--- config.mk ---
export PLATFORM = sky130hd
export DESIGN_NAME = x_delay_line_ctrl
export DESIGN_NICKNAME = d
export VERILOG_FILES = /design/src/rtl/x_delay_line_pkg.sv /design/src/rtl/x_delay_line_popcnt.sv /design/src/rtl/x_delay_line_ctrl.sv
export SDC_FILE = /design/constraint.sdc
export NUM_CORES = 1
export LEC_CHECK = 0
export CAP_MARGIN = 20
export CORE_ASPECT_RATIO = 2
export CORE_UTILIZATION = 46
export DETAILED_ROUTE_END_ITERATION = 10
export PLACE_DENSITY = 0.78
export SYNTH_ARGS = -nofsm -noshare
export SYNTH_HDL_FRONTEND = slang
export SYNTH_SLANG_ARGS = --single-unit
--- constraint.sdc ---
create_clock -name i_clk -period 1.99 [get_ports i_clk]
set_clock_uncertainty 0.15 [all_clocks]
set_input_delay 0.2985 -clock i_clk [delete_from_list [all_inputs] [get_ports i_clk]]
set_output_delay 0.2985 -clock i_clk [all_outputs]
set_load 0.03 [all_outputs]
--- src/rtl/x_delay_line_pkg.sv ---
// x_delay_line_pkg
//   Shared types and defaults for the delay-line measurement controller.
//   state_t : controller FSM states
//   DL_DW   : default tap word width
//   DL_CW   : default tap count width ($clog2(DL_DW)+1)
package x_delay_line_pkg;

  localparam int unsigned DL_DW = 32;
  localparam int unsigned DL_CW = 6;

  typedef enum logic [2:0] {
    IDLE,
    LAUNCH,
    WAIT,
    CAPTURE,
    DONE
  } state_t;

endpackage

--- src/rtl/x_delay_line_popcnt.sv ---
// x_delay_line_popcnt
//   Combinational matching-bit counter: number of bits of data equal to data[0].
//   Bit 0 is the polarity reference, so a thermometer word of either polarity
//   yields the same count. Result range is 1..DW.
//   Ports:
//     data  in  DW  captured tap word
//     count out CW  number of bits equal to data[0]
module x_delay_line_popcnt #(
  parameter int unsigned DW = 32,
  parameter int unsigned CW = 6
) (
  input  logic [DW-1:0] data,
  output logic [CW-1:0] count
);

  always_comb begin
    count = '0;
    for (int unsigned i = 0; i < DW; i++) begin
      count = count + CW'(data[i] ~^ data[0]);
    end
  end

endmodule

--- src/rtl/x_delay_line_ctrl.sv ---
// x_delay_line_ctrl
//   Measurement sequencer for the 32-tap delay line. On i_req it launches
//   2**NSAMP_LOG2 edges (one o_start pulse each), waits SETTLE cycles for the
//   toggle plus 2-stage resync, converts each captured tap word to a tap count,
//   accumulates and returns sum/average over a valid/ready handshake.
//   Optional feature macro: X_DL_CTRL_MINMAX_EN (per-sample min/max tracking).
//   Ports:
//     i_clk      in   1               clock
//     i_rst      in   1               asynchronous active-high reset
//     i_req      in   1               start measurement (sampled in IDLE only)
//     o_busy     out  1               high in every state except IDLE
//     o_start    out  1               one-cycle launch pulse to the delay line
//     i_dl_data  in   DW              resynced tap word from the delay line
//     o_valid    out  1               result valid, held until accepted
//     i_ready    in   1               result accepted when o_valid & i_ready
//     o_sum      out  CW+NSAMP_LOG2   sum of sample counts
//     o_avg      out  CW              o_sum >> NSAMP_LOG2
//     o_min      out  CW              min sample count (0 without the macro)
//     o_max      out  CW              max sample count (0 without the macro)
module x_delay_line_ctrl
  import x_delay_line_pkg::*;
#(
  parameter  int unsigned DW         = DL_DW,
  parameter  int unsigned NSAMP_LOG2 = 3,
  parameter  int unsigned SETTLE     = 3,
  localparam int unsigned CW         = $clog2(DW) + 1,
  localparam int unsigned AW         = CW + NSAMP_LOG2
) (
  input  logic          i_clk,
  input  logic          i_rst,
  input  logic          i_req,
  output logic          o_busy,
  output logic          o_start,
  input  logic [DW-1:0] i_dl_data,
  output logic          o_valid,
  input  logic          i_ready,
  output logic [AW-1:0] o_sum,
  output logic [CW-1:0] o_avg,
  output logic [CW-1:0] o_min,
  output logic [CW-1:0] o_max
);

  localparam int unsigned WW = $clog2(SETTLE + 1);

  state_t                state;
  logic [NSAMP_LOG2-1:0] scnt;
  logic [WW-1:0]         wcnt;
  logic [AW-1:0]         acc;
  logic [AW-1:0]         acc_nxt;
  logic [CW-1:0]         tap;
  logic                  capture;
  logic                  last;

  x_delay_line_popcnt #(
    .DW (DW),
    .CW (CW)
  ) u_popcnt (
    .data  (i_dl_data),
    .count (tap)
  );

  // The final sample is folded in combinationally so the published sum
  // includes it on the same edge that enters DONE.
  assign acc_nxt = acc + AW'(tap);
  assign capture = (state == CAPTURE);
  assign last    = (scnt == '1);

  always_ff @(posedge i_clk or posedge i_rst) begin
    if (i_rst) begin
      state   <= IDLE;
      scnt    <= '0;
      wcnt    <= '0;
      acc     <= '0;
      o_busy  <= 1'b0;
      o_start <= 1'b0;
      o_valid <= 1'b0;
      o_sum   <= '0;
      o_avg   <= '0;
    end else begin
      case (state)
        IDLE: begin
          if (i_req) begin
            state   <= LAUNCH;
            o_start <= 1'b1;
            o_busy  <= 1'b1;
            acc     <= '0;
            scnt    <= '0;
          end
        end
        LAUNCH: begin
          state   <= WAIT;
          o_start <= 1'b0;
          wcnt    <= '0;
        end
        WAIT: begin
          if (wcnt == WW'(SETTLE - 1)) begin
            state <= CAPTURE;
          end else begin
            wcnt <= wcnt + WW'(1);
          end
        end
        CAPTURE: begin
          acc  <= acc_nxt;
          scnt <= scnt + NSAMP_LOG2'(1);
          if (last) begin
            state   <= DONE;
            o_valid <= 1'b1;
            o_sum   <= acc_nxt;
            o_avg   <= acc_nxt[AW-1:NSAMP_LOG2];
          end else begin
            state   <= LAUNCH;
            o_start <= 1'b1;
          end
        end
        DONE: begin
          if (i_ready) begin
            state   <= IDLE;
            o_valid <= 1'b0;
            o_busy  <= 1'b0;
          end
        end
        default: begin
          state   <= IDLE;
          o_start <= 1'b0;
          o_busy  <= 1'b0;
          o_valid <= 1'b0;
        end
      endcase
    end
  end

`ifdef X_DL_CTRL_MINMAX_EN
  logic [CW-1:0] run_min;
  logic [CW-1:0] run_max;
  logic [CW-1:0] min_nxt;
  logic [CW-1:0] max_nxt;

  // First sample of a measurement loads both trackers.
  always_comb begin
    min_nxt = run_min;
    max_nxt = run_max;
    if (scnt == '0) begin
      min_nxt = tap;
      max_nxt = tap;
    end else begin
      if (tap < run_min) min_nxt = tap;
      if (tap > run_max) max_nxt = tap;
    end
  end

  always_ff @(posedge i_clk or posedge i_rst) begin
    if (i_rst) begin
      run_min <= '0;
      run_max <= '0;
      o_min   <= '0;
      o_max   <= '0;
    end else if (capture) begin
      run_min <= min_nxt;
      run_max <= max_nxt;
      if (last) begin
        o_min <= min_nxt;
        o_max <= max_nxt;
      end
    end
  end
`else
  assign o_min = '0;
  assign o_max = '0;
`endif

endmodule

## After elaboration in Yosys (flattened, before gate mapping)

Index checks and enable logic that the tools add are counted.

| storage, ports and cells | value |
|---|---|
| word-level logic and storage cells | 121 |
| output and inout port bits | 30 |
| input port bits | 36 |
| register bits after elaboration | 35 |

| cells by class | value |
|---|---|
| add/sub/neg operators | 34 |
| eq/ne operators | 12 |
| bitwise logic cells | 35 |
| multiplexer cells | 18 |
| reduce and logical (&&, ||, !) cells | 13 |

Operator list:

| kind | number |
|---|---|
| XNOR 1 x 1 -> 6 bit | 32 |
| adder 6 bit | 31 |
| one-hot mux 9 bit (2 select lines) | 1 |
| 2-to-1 mux 3 bit | 5 |
| one-hot mux 3 bit (5 select lines) | 1 |
| AND reduction 3 bit | 4 |
| != test 2 bit, second input constant | 5 |
| adder 9 x 6 -> 9 bit | 1 |
| 2-to-1 mux 9 bit | 1 |
| one-hot mux 1 bit (3 select lines) | 3 |
| == test 3 x 2 -> 1 bit, second input constant | 2 |
| == test 3 bit, second input constant | 2 |
| one-hot mux 3 bit (2 select lines) | 1 |
| AND reduction 2 bit | 3 |
| OR reduction 3 bit | 2 |
| 2-to-1 mux 1 bit | 4 |
| one-hot mux 2 bit (2 select lines) | 1 |
| nonzero test 2 bit | 2 |
| adder 3 x 1 -> 3 bit, second input constant | 1 |
| == test 3 x 1 -> 1 bit, second input constant | 1 |
| logical NOT 3 bit | 1 |
| inverter 1 bit | 3 |
| adder 2 x 1 -> 2 bit, second input constant | 1 |
| == test 2 bit, second input constant | 1 |
| other kinds (3) | 3 |

## Longest topological paths before layout

Gate-level depths: netlist of the first run.

| logic depth | value |
|---|---|
| depth in word-level cells | 34 |
| mapped depth | 25 |
| gate-level depth less buffers | 23 |

## Hierarchy

From an unflattened synthesis of the first run, not the netlist that was laid out.

| second synthesis, totals | value |
|---|---|
| cells, all modules | 275 |
| area, all modules | 2783.9 sq um |

Modules (own cells, without submodules):

| module | area each (sq um) | seq. area each (sq um) | cells each | times used |
|---|---|---|---|---|
| x_delay_line_ctrl | 1737.9 | 725.7 | 174 | 1 |
| x_delay_line_popcnt | 1046.0 | 0.0 | 101 | 1 |

## Worst setup path before layout of the first run

OpenSTA, ideal clock, no wires.

| timing | value |
|---|---|
| path type | input to register |
| start point | input i_dl_data[0] |
| end point | register acc[8] |
| buffers on the path | 2 |
| path slack | -4.347 ns |
| library setup time | 0.087 ns |
| arrival time | 6.101 ns |
| required time | 1.753 ns |
| stages | 25 |
| cell sequence | clkbuf_1 buf_2 xnor2_1 fa_1 inv_1 fa_1 fa_1 inv_1 fa_1 inv_1 fa_1 fa_1 inv_1 ha_1 inv_1 fa_1 inv_1 a21o_1 a21oi_1 xnor2_1 ha_1 and2_1 o21ai_0 a2111o_1 o211ai_1 |

| on the way | value |
|---|---|
| longest elaborated chain between the ends | 34 |
| elaborated cells on any way between the ends | 65 |
| classes of those cells | 32 x add/sub; 1 x mux; 32 x bitwise |

Ends and longest elaborated chain:

| item | RTL line | source |
|---|---|---|
| start, declared | x_delay_line_ctrl.sv:34 | `input logic [DW-1:0] i_dl_data,` |
| XNOR 1 x 1 -> 6 bit | x_delay_line_popcnt.sv:19 | `count = count + CW'(data[i] ~^ data[0]);` |
| adder 6 bit (30 in a row) | x_delay_line_popcnt.sv:19 |  |
| adder 6 bit * | x_delay_line_popcnt.sv:19 |  |
| adder 9 x 6 -> 9 bit * | x_delay_line_ctrl.sv:64 | `assign acc_nxt = acc + AW'(tap);` |
| one-hot mux 9 bit (2 select lines) * | x_delay_line_ctrl.sv:80 | `case (state)` |
| end signal, assigned | x_delay_line_ctrl.sv:103 | `acc <= acc_nxt;` |
| end, declared | x_delay_line_ctrl.sv:48 | `logic [AW-1:0] acc;` |

Mark *: on every way between the ends. The rest lies on a longest branch, timed or not.
A chain may end at the register's enable or synchronous reset.

## Worst setup path in the final report of the first run

| timing | value |
|---|---|
| start point | input i_dl_data[0] |
| end point | register o_sum[8] |

| on the way | value |
|---|---|
| longest elaborated chain between the ends | 33 |
| elaborated cells on any way between the ends | 64 |
| classes of those cells | 32 x add/sub; 32 x bitwise |

Ends and longest elaborated chain:

| item | RTL line | source |
|---|---|---|
| XNOR 1 x 1 -> 6 bit | x_delay_line_popcnt.sv:19 |  |
| adder 6 bit (30 in a row) | x_delay_line_popcnt.sv:19 |  |
| adder 6 bit * | x_delay_line_popcnt.sv:19 |  |
| adder 9 x 6 -> 9 bit * | x_delay_line_ctrl.sv:64 |  |
| end signal, assigned | x_delay_line_ctrl.sv:108 | `o_sum <= acc_nxt;` |
| end, declared | x_delay_line_ctrl.sv:37 | `output logic [AW-1:0] o_sum,` |

Marks and branches as above.

==> metrics list, run 1 <==
- Sequential area share after synthesis: 26.3%
- The max-slew violation count came to 0.
- Source of the critical timing path: i_dl_data[0]
* Antenna-violating nets left: 0
- Filler cells: 454
- Async set-or-reset flop fraction in the synthesized netlist: 100%
- Vias in the first global route: 2,339
- During I/O placement, the number of pins put on the boundary was 66.
- Data on the critical path arrives at its endpoint at 5.88 ns.
- Die area: ~6300 um^2
- Layout overhead on the synthesized area: 42.9%
- By area the synthesized netlist is led by dfrtp_1 26%, fa_1 17%, ha_1 8.2%.
- Number of buffers created by CTS: 5
* CTS hold repair buffers: 0
- At the end of routability-driven placement, the weighted congestion stood at 0.793.
* Maximum level of the CTS H-tree: 2
- Number of enable flip-flop cells after synthesis: 0
* Share of the clock period used by the worst path after layout: 295%
* Post-DP HPWL: approximately 5100 um
* Total number of nets in the final design: 435
- Fraction of synthesized cell area taken by the top area cell type: between 20% and 30%
- After floorplanning, the core was divided into 39 placement rows.
- Count of maximum capacitance violations: 0
- Cell at the root of the clock tree: clkbuf_16
* Finish-stage setup viols: 18
- Fmax achieved: 170 MHz
- Final WS setup: -3.89 ns
- Post-detailed-route wirelength per cell: between 15 and 20 um
- WL final: 6540 um
- Final min period: about 5.9 ns
- Global-route wire length before repair: 10,500 um
- Number of vias after detailed routing: 2,213
- After the first detailed-routing iteration, the DRC count stood at between 60 and 70.
- Global route overflow: 0
- Maximum number of pins on one net before global-route repair: 30
* Core area: between 5000 and 6000 um^2
* Critical path launch point type: primary input
* Synth warnings: 0
- The startpoint identified for the worst register-to-register timing path is acc[0].
- Violations in the final reports: design-rule violations, negative setup slack
* Post-synth cell types: 45
- TritonCTS built the clock tree.
- The finished cells cover 3940 um^2.
- The hold violation count in the final report was 0.
- Synthesis produced 279 cells.
- The setup path with the least slack is of type primary input to flip-flop.
- The most common cell in the synthesized netlist is inv_1.
- Initial cell density of the core: 47.9%
- The clock drives 29 sinks.
* Clock latency at the later pin of the worst-skew pair: approximately 0.28 ns
- Among all flip-flop cells after synthesis, the most frequent one is dfrtp_1.
- Summed over all instances, the cell type with the most area after synthesis is dfrtp_1.
- Dividing the detail-routed via count by the number of cells gives about 5.3.
- Path type of the worst min-delay path: primary input to async pin
- The run finished, with violations left.
- Overall track demand over capacity in global routing: 21.6%
- Post-synth top cells: 36 x inv_1, 29 x dfrtp_1, 24 x fa_1
* Share of cells above drive strength 1: 27.1%
- Measured along the x axis, the die boundary spans 56.8 um.
* Syn avg cell area: 9.89 um^2
- Placed cell area: 3560 um^2
- RSZ-0062 raised after global routing: true
* Die height: 112 um
- In this run the cell area of the synthesized design comes to around 2800 um^2.
* Seq cells post-synth: 29
- Worst r2r path cells: 7
* Antenna violations before repair: 0
- Buffers added on ports: 53
- No sink is reached through more buffers than the 2 on the longest clock path.
- Number of iterations in the first detailed-routing pass: 7
* Clock slew seen by the registers of the worst setup and hold paths: 0.05 ns
- The worst setup path is captured at a flip-flop.
- Required @ worst endpoint: 2.00 ns
- Timing analysis after detailed placement gives a worst setup slack of -4.43 ns.
- The repair_antennas step left the layout with diodes totalling 0.
- Peak fanout along the critical path: 7
* Residual DRC: 12
==> sequential cells by signal, indices dropped and copies added, names as in the netlist <==
register,count
wcnt,2
acc,9
state,3
scnt,3
o_valid,1
o_busy,1
o_sum,9
o_start,1
==> layer usage <==
layer	GRT usage, %	wire length, um
met3	3.25	234
met1	19.7	2150
met4	9.76	254
met2	43.8	3900
met5	0	0
==> cell type report <==
type                    instances  area [um^2]  area share, %
multi-input cells             196         2030           51.6
repair buffers                 89          835           21.2
flip-flops and latches         29          726           18.4
inverters                      36          135           3.43
clock buffers                   6          129           3.27
well taps                      61         76.3           1.94
clock inverters                 2         10.0          0.254
==> per-stage QoR <==
stage / std cells / hold WS, ns / util (%) / TNS [ns]
finish: 419 / 0.246 / 68.5 / -64.42
detailed placement: 405 / 0.342 / 61.8 / -74.43
floorplan: 290 / 0.227 / - / -64.96
global route: 419 / 0.301 / 68.5 / -66.90
CTS: 418 / 0.263 / 67.5 / -65.40
global placement: 405 / 0.326 / 61.8 / -73.31
==> timing repair <==
item,in CTS,in global routing
pin swaps,31,9
setup buffers,5,1
gates cloned,0,0
resized for setup,42,11
endpoints found under the setup margin,18,18
==> cells in the final DEF, fill, tap and decap left out, types with 10 or more instances in the layout <==
master           synthesis  layout
fa_1                    24      19
dfrtp_1                 29      29
ha_1                    18      13
inv_1                   36      28
dlygate4sd2_1            0      10
nand2_1                 18      18
xor2_1                  15      13
conb_1                   1      12
clkdlybuf4s50_1          0      40
buf_4                   19      32
xnor2_1                 23      12
==> critical path, stage by stage <==
cell      delay, ns
buf_8          0.11
buf_12         0.14
buf_12         0.15
xnor2_4        0.13
fa_1           0.56
inv_2          0.05
fa_2           0.41
fa_1           0.49
inv_1          0.05
fa_1           0.49
inv_2          0.04
fa_1           0.49
fa_1           0.43
inv_2          0.08
ha_4           0.13
inv_2          0.03
fa_2           0.35
buf_6          0.13
xnor2_2        0.12
ha_1           0.31
and3b_2        0.28
o21ai_4        0.20
a211oi_2       0.10
o31a_1         0.30
==> worst paths after layout <==
| check | end | slack (ns) |
|---|---|---|
| worst max-delay path | o_sum[8] | -3.89 |
| worst min-delay path | o_sum[5] | 0.25 |
| worst max register to register | o_sum[8] | -0.12 |
| worst min register to register | o_sum[1] | 0.35 |
| max in group asynchronous | o_valid | 1.17 |
| min in group i_clk | o_sum[1] | 0.35 |
==> logic make-up after synthesis <==
kind of cell	Yosys count	synth area share (%)
AO/OA/AOI/OAI	59	14.7
XOR/XNOR	38	12.1
AND/OR/NAND/NOR	41	7.39
flip-flops	29	26.3
other	1	0.136
multiplexers	4	1.59
buffers and inverters	65	12.3
adder cells (fa/ha/maj)	42	25.6
Power of run 1 is not shown: default switching activity piles up to over one toggle a cycle in this logic, so the estimate is an artifact.
==> run 2: changes to the inputs <==
--- a/config.mk
+++ b/config.mk
@@ -5,11 +5,13 @@
 export SDC_FILE = /design/constraint.sdc
 export NUM_CORES = 1
 export LEC_CHECK = 0
-export CAP_MARGIN = 20
+export CAP_MARGIN = 40
 export CORE_ASPECT_RATIO = 2
 export CORE_UTILIZATION = 46
 export DETAILED_ROUTE_END_ITERATION = 10
+export GPL_TIMING_DRIVEN = 0
 export PLACE_DENSITY = 0.78
 export SYNTH_ARGS = -nofsm -noshare
 export SYNTH_HDL_FRONTEND = slang
 export SYNTH_SLANG_ARGS = --single-unit
+export TNS_END_PERCENT = 50
==> metrics list, run 2 (synthesized netlist as in run 1, its figures left out) <==
- Routability-driven placement finished with a final weighted congestion of 0.825.
- Most common cell after layout, fill and taps aside: clkdlybuf4s50_1
* Layout overhead on the synthesized area: 42.9%
- The tree is rooted in a clkbuf_16.
- Summed over all layers, the routed wires come to between 6000 and 7000 um.
- Final min period: 5.95 ns
* Terminus of the critical flop-to-flop path: acc[8]
- Detailed Route Iter0 Violations: 77
- Core area: 5760 um^2
* Horizontal die dimension: 56.8 um
* Initial cell density of the core: 47.9%
* Setup CP Type: primary input to flip-flop
- Maximum number of pins on one net before global-route repair: 21
- The flow ran to the end, but the final reports show violations.
- STA puts the critical path data arrival time at 6.01 ns.
- Worst-case setup slack after placement: -4.62 ns
- Io pins: 66
* Worst setup path endpoint: o_sum[7]
- Clock tree from TritonCTS: done
* Residual DRC: 12
* Kind of end point of the critical path: flip-flop
- Global routing used 21.7% of the available tracks.
* Vias in the first global route: 2,454
* Clk sinks: 29
* Total inserted antenna cells: 0
- Data on the critical path is required at its endpoint by 2.05 ns.
- The first detailed-routing pass ran for 7 iterations.
- Post-DP HPWL: 4980 um
* Global-route wire length before repair: 10,800 um
* Worst r2r src: acc[0]
- Setup violations remaining at the end of the flow were counted as 18.
* Count of maximum capacitance violations: 0
- Peak fanout along the critical path: 6
- Path type of the worst min-delay path: primary input to async pin
* Biggest regs: acc: 9 flops, o_sum: 9 flops
* Share of the clock period used by the worst path after layout: 299%
- The floorplan has 39 rows.
* Share of cells above drive strength 1: 25.2%
- Die area: between 6000 and 7000 um^2
- For this run, the slowest stage of the critical path takes 0.55 ns.
* Antenna-violating nets left: 0
* Setup slack on the worst flop-to-flop path: -0.09 ns
- Final Slew Violations: 0
- Derived from the worst setup path, the maximum achievable clock frequency is around 170 MHz.
- Global route overflow: 0
- Critical path launch point type: primary input
- Maximum buffer depth of the clock tree: 2
* Die height: 112 um
- Clock slew seen by the registers of the worst setup and hold paths: ~0.050 ns
* Number of buffers created by CTS: 5
- Maximum level of the CTS H-tree: 2
- In this run the tool buffered the top-level ports with 52 buffer cells.
- Filler cells: 451
* Post-detailed-route wirelength per cell: 15.3 um
- At the later pin of the worst-skew pair, clock insertion delay measures 0.27 ns.
* Most used cells in the layout excluding fill and tap cells: 40 x clkdlybuf4s50_1, 30 x inv_1, 29 x dfrtp_1
* Antenna violations before repair: 0
* Number of failing hold endpoints at the final stage: 0
- The most critical setup path has its startpoint at i_dl_data[0].
- Number of vias after detailed routing: 2,209
* Worst path slowest cell: fa_1
- After detailed routing, the number of vias per cell comes to between 5 and 6.
- Worst r2r path cells: 7
* Violations in the final reports: design-rule violations, negative setup slack
- In the final design database the tool counted 438 nets.
* Final WS setup: -3.96 ns
- By instance count, the cell type seen most on the critical path is fa_1.
- RSZ-0062 raised after global routing: true
## run 2: final cells by class
class | instances | area, um^2 | share of cell area (%)
Buffer | 29 | 265 | 6.73
Sequential cell | 29 | 726 | 18.4
Timing Repair Buffer | 63 | 614 | 15.6
Multi-Input combinational cell | 196 | 1950 | 49.6
Inverter | 36 | 135 | 3.43
Tap cell | 61 | 76.3 | 1.94
Clock inverter | 1 | 30.0 | 0.761
Clock buffer | 7 | 143 | 3.62
## run 2: worst min path at each step
stage	slack, ns	to	depth (start not counted)
after floorplan	0.23	acc[0]	1
after global placement	0.32	o_sum[2]	2
after detailed placement	0.33	acc[2]	2
after CTS	0.20	scnt[1]	2
after global routing	0.24	scnt[1]	2
final	0.18	scnt[1]	2
## run 2: critical path: cells and delay by family
| family | cells | cell delay, ns |
|---|---|---|
| adders and majority gates | 9 | 3.88 |
| and+or+nand+nor | 3 | 0.74 |
| AOI/OAI and AO/OA | 3 | 0.24 |
| buffers and inverters | 8 | 0.61 |
| xor gates and xnor gates | 2 | 0.25 |
## run 2: layer usage
layer	up-vias	routed length, um	part of all wire, %	global-route usage [%]
met3	12	175	2.7	2.44
met2	55	3990	62	45.4
li1	1046	-	-	-
met4	0	133	2.1	7.48
met5	-	0	0	0
met1	1096	2180	34	20.2
## run 2: what timing repair did
| item | 4_1_cts | 5_1_grt |
|---|---|---|
| setup endpoints to repair | 18 | 18 |
| hold buffers | 0 | 0 |
| buffers inserted | 11 | 0 |
| endpoints found under the hold margin | 0 | 0 |
| pin swaps | 16 | 7 |
| resized for setup | 34 | 3 |
## run 2: through the flow
stage | hold WS [ns] | cells | setup TNS [ns] | util (%) | area, um^2
after floorplan | 0.227 | 290 | -65.49 | - | 2960
after global placement | 0.322 | 403 | -75.40 | 61.8 | 3560
after detailed placement | 0.333 | 404 | -75.68 | 62.3 | 3590
after CTS | 0.195 | 423 | -64.97 | 68.4 | 3940
after global routing | 0.241 | 422 | -67.80 | 68.5 | 3940
final | 0.185 | 422 | -64.69 | 68.5 | 3940
Power of run 2 is left out for the same reason.
